==> config.mk <==
export PLATFORM = sky130hd
export DESIGN_NAME = program_counter
export DESIGN_NICKNAME = d
export VERILOG_FILES = /design/src/rtl/program_counter_pkg.sv /design/src/rtl/program_counter_pc_incrementer.sv /design/src/rtl/program_counter.sv
export SDC_FILE = /design/constraint.sdc
export NUM_CORES = 1
export LEC_CHECK = 0
export CAP_MARGIN = 10
export CORE_MARGIN = 2
export CORE_UTILIZATION = 41
export CTS_BUF_LIST = sky130_fd_sc_hd__clkbuf_4
export CTS_CLUSTER_SIZE = 25
export DETAILED_ROUTE_END_ITERATION = 6
export PLACE_DENSITY = 0.86
export SYNTH_ARGS = -nofsm -noshare
export SYNTH_HDL_FRONTEND = slang
export SYNTH_SLANG_ARGS = --single-unit
==> constraint.sdc <==
create_clock -name clk -period 0.8 [get_ports clk]
set_input_delay 0.08 -clock clk [delete_from_list [all_inputs] [get_ports clk]]
set_output_delay 0.08 -clock clk [all_outputs]
set_load 0.01 [all_outputs]
==> src/rtl/program_counter_pkg.sv <==
// Shared processor constants for the WideWord fetch stage.
// Vectors are big-endian: bit 0 is the MSB.
package program_counter_pkg;

    localparam int PC_WIDTH    = 32;
    localparam int INSTR_BYTES = 4;

    typedef logic [0:PC_WIDTH-1] pc_t;

    localparam pc_t PC_RESET_VALUE = 32'h0000_0000;

endpackage : program_counter_pkg

==> src/rtl/program_counter_pc_incrementer.sv <==
// Adds a constant to a big-endian (bit 0 = MSB) operand modulo 2^WIDTH.
// The adder uses 4-bit carry-lookahead groups chained from the LSB end.
module pc_incrementer
    import program_counter_pkg::*;
#(
    parameter int WIDTH = PC_WIDTH,
    parameter int INCR  = INSTR_BYTES
) (
    input  logic [0:WIDTH-1] operand,
    output logic [0:WIDTH-1] sum
);

    localparam logic [0:WIDTH-1] INCR_C = WIDTH'(INCR);
    localparam int NGRP = (WIDTH + 3) / 4;

    logic [0:WIDTH-1] gen_s;
    logic [0:WIDTH-1] prop_s;
    logic [0:WIDTH-1] carry_s;
    logic             carry_unused_s;

    assign gen_s  = operand & INCR_C;
    assign prop_s = operand ^ INCR_C;

    // Group k covers LSB-relative bits 4k..4k+3, i.e. index WIDTH-1-4k downwards.
    for (genvar grp = 0; grp < NGRP; grp++) begin : g_grp
        localparam int LO = 4 * grp;
        localparam int NB = ((WIDTH - LO) < 4) ? (WIDTH - LO) : 4;

        logic cin_s;
        logic cout_s;

        if (grp == 0) begin : g_first
            assign cin_s = 1'b0;
        end else begin : g_next
            assign cin_s = g_grp[grp-1].cout_s;
        end

        // Each bit's carry comes from the group-prefix generate/propagate plus the group carry-in.
        for (genvar k = 0; k < NB; k++) begin : g_bit
            localparam int IDX = WIDTH - 1 - LO - k;

            logic pg_s;
            logic pp_s;

            if (k == 0) begin : g_lsb
                assign carry_s[IDX] = cin_s;
                assign pg_s         = gen_s[IDX];
                assign pp_s         = prop_s[IDX];
            end else begin : g_upper
                assign carry_s[IDX] = g_bit[k-1].pg_s | (g_bit[k-1].pp_s & cin_s);
                assign pg_s         = gen_s[IDX] | (prop_s[IDX] & g_bit[k-1].pg_s);
                assign pp_s         = prop_s[IDX] & g_bit[k-1].pp_s;
            end
        end

        assign cout_s = g_bit[NB-1].pg_s | (g_bit[NB-1].pp_s & cin_s);
    end

    // Carry out of the MSB is discarded so the PC wraps.
    assign carry_unused_s = g_grp[NGRP-1].cout_s;

    assign sum = prop_s ^ carry_s;

endmodule : pc_incrementer

==> src/rtl/program_counter.sv <==
// Registered sequential-PC generator: next_pc <= cur_pc + INCR every rising edge.
// Asynchronous active-low reset loads RESET_PC.
module program_counter
    import program_counter_pkg::*;
#(
    parameter int               WIDTH    = PC_WIDTH,
    parameter int               INCR     = INSTR_BYTES,
    parameter logic [0:WIDTH-1] RESET_PC = PC_RESET_VALUE
) (
    output logic [0:WIDTH-1] next_pc,
    input  logic [0:WIDTH-1] cur_pc,
    input  logic             rst,
    input  logic             clk
);

    logic [0:WIDTH-1] sum_s;

    pc_incrementer #(
        .WIDTH (WIDTH),
        .INCR  (INCR)
    ) u_incr (
        .operand (cur_pc),
        .sum     (sum_s)
    );

    // Output register; reset wins over a coincident clock edge.
    always_ff @(posedge clk or negedge rst) begin
        if (!rst) begin
            next_pc <= RESET_PC;
        end else begin
            next_pc <= sum_s;
        end
    end

endmodule : program_counter

==> flow_summary.ini <==
[finish]
nFillCells = 186
largest_register = next_pc
final_nets = 256
largest_reg_flops = 32
reg.largest.list = next_pc (32)
drive_above_1_share_pct = 55.5
finalNonFillerCells = 262
synthToLayoutAreaGrowth_pct = 91.8
postLayoutCellArea_um2 = 2560
diodes = 0

[global_routing]
grt_pass1_wl_um = 5910
grt_antenna_before_repair = 0
grt_usage_pct = 22.5
gr-total-overflow = 0
grt_max_degree = 33
grt_pass1_vias = 1329

[synth]
yosys_most_used_dff = dfrtp_1
synth-simple-area-share_pct = 18.2
synth_area_leaders = dfrtp_1 60%, xnor2_1 14%, nand3_1 4.9%, ha_1 3.7%, nand4_1 2.8%
syn_area_per_cell_um2 = 13.0
synthAdderAreaFrac_pct = 3.75
ys.warnings.count = 0
synth_commonest_cells = 32 x dfrtp_1, 21 x xnor2_1, 13 x nand3_1
synth_cells = 103
ys_ff_latch = 32
synth_most_common_cell = dfrtp_1
synth_edf_count = 0
synthXorXnorAreaFrac_pct = 16.4
synth_compound_area_share_pct = 0
synthMuxAreaShare_pct = 0
synth_cell_types = 17
yosysTopAreaCell = dfrtp_1
ys_seq_area_share_pct = 60.0
synth_top_area_share_pct = 60.0
ys_async_sr_fraction_pct = 100
synth_nets = 141
netlist_area_um2 = 1340
synth_top_family_by_area = simple AND/OR/NAND/NOR gates

[placement]
gp_congestion = 0.813
place_ws_ns = -0.956
dp_hpwl_um = 2620
placed_area_um2 = 2320
dp_cells = 244
portBuffers = 65

[timing]
slew_violations = 0
finalCriticalPeriod_ns = 1.10
tightest_slew_ns = 0.466
max_freq_mhz = 906
setup_viol = 56
hold_viol = 0
fin_hold_ws_ns = 0.0641
relSlewSlack_pct = 68.8
fin_ws_ns = -0.303
timing.final.crit_share_pct = 138
rsz0062_at_grt = true

[worst_hold_path]
holdCritPathClass = input port to flop

[routing]
wirelength_um = 4030
drc = 0
drt_iter0_drc = 56
via_count = 1270
routed_via_density = 4.85
ant_nets = 0
wire_per_inst_um = 15.4
drt_first_pass_iters = 4

[cts]
cts_made_buffers = 5
cts_tree = yes
cts_sinks = 32
cts_root_buf = clkbuf_4
clockBufferDepth = 2
ctsHtreeMaxLevel = 2
clk_pin_slew_ns = 0.09

[setup_path]
cp.required_ns = 1.01
cp.arrival_ns = 1.32
crit_path_start_kind = input port
crit_path_max_fanout = 5
end_kind = flop
crit_type = input port to flop

[power]
p_total_uw = 3260
powerDensity_nw_per_um2 = 1270
peakVddDrop_uv = 920
leakage_uw = 0.00123

[floorplan]
die_height_um = 61.1
rows = 20
die-area_um2 = 3730
io_pins = 66
die_w_um = 61.1
core_region_area_um2 = 3080
initial_utilization_pct = 43.4

[outcome]
violations = negative setup slack
status = finished with violations

[run]
maxCapViolations = 0
==> stage by stage <==
step                util, %  TNS, ns
detailed placement     75.4   -25.92
floorplan                 -    -5.87
global route           83.2   -10.96
finish                 83.2    -8.83
global placement       75.4   -24.62
CTS                    78.1    -8.13
==> cell usage in the layout (no fill, tap or decap) <==
cell             count
nor2_2               1
buf_2               28
or2_4                1
dlygate4sd2_1       14
inv_2                1
buf_6                9
and4_4               1
nand3_4              6
xnor2_1             13
nor4_4               1
nand3_2              3
ha_4                 2
nor2_4               2
nand3_1              4
and3_1               3
xnor2_2              8
nor3_4               2
clkbuf_2             3
buf_16               2
ha_2                 1
nand2_2              1
dfrtp_1             32
xor2_1               4
ha_1                 1
clkbuf_4             5
nand2_4              3
buf_12               2
nand2_1              2
dlymetal6s2s_1       1
inv_1                2
and4_1               1
clkdlybuf4s50_1     10
dlygate4sd3_1        2
buf_8                1
nand4_1              6
buf_4               37
nand4_4              1
clkinv_1             2
==> repair_timing <==
action                                  CTS  global route
gates cloned                              2             0
gates resized for setup                 192            36
pin swaps                                18            19
endpoints found under the setup margin   60            56
hold endpoints to repair                  2             0
hold buffers                              2             0
setup buffers                             5             2
==> critical path: stages <==
cell and delay [ns]:
buf_6 0.07, ha_4 0.14, nand4_4 0.10, nor4_4 0.31, buf_4 0.21, buf_12 0.11
nand4_1 0.11, xnor2_1 0.17
==> power by group <==
group / total, µW / switching, µW / internal, µW
clock network: 815 / 509 / 306
registers: 1730 / 25.9 / 1710
logic: 708 / 322 / 386
total: 3260 / 857 / 2400
==> worst paths after layout <==
check	startpoint	to	slack, ns	cells past startpoint
worst max-delay path	cur_pc[28]	next_pc[2]	-0.30	8
worst min-delay path	cur_pc[26]	next_pc[26]	0.06	3
max in group asynchronous	rst	next_pc[8]	0.50	2
min in group asynchronous	rst	next_pc[29]	0.12	2
==> cell families (layout without fill, tap and decap cells) <==
logic type | after synthesis | count (layout)
DFF | 32 | 32
and+or+nand+nor | 38 | 38
buffers and inverters | 4 | 119
adders and majority gates | 4 | 4
xor gates and xnor gates | 25 | 25
==> metal layers <==
layer  vias up  part of all wire [%]  routed length, µm  GRT usage [%]
met3        14                    11                434           8.61
met1       601                    37               1470           24.1
met5         -                     0                  0              0
met4         0                   2.9                116           9.63
li1        581                     -                  -              -
met2        74                    50               2010           39.4
==> cell type report <==
type                    count  area (µm²)  share of cell area, %
clock buffers               5        37.5                   1.47
multi-input cells          67         748                   29.2
flip-flops and latches     32         801                   31.3
well taps                  44        55.1                   2.15
inverters                   3        11.3                  0.440
repair buffers            109         900                   35.1
clock inverters             2        7.51                  0.293
No activity file was read; power rests on OpenSTA's default activity.
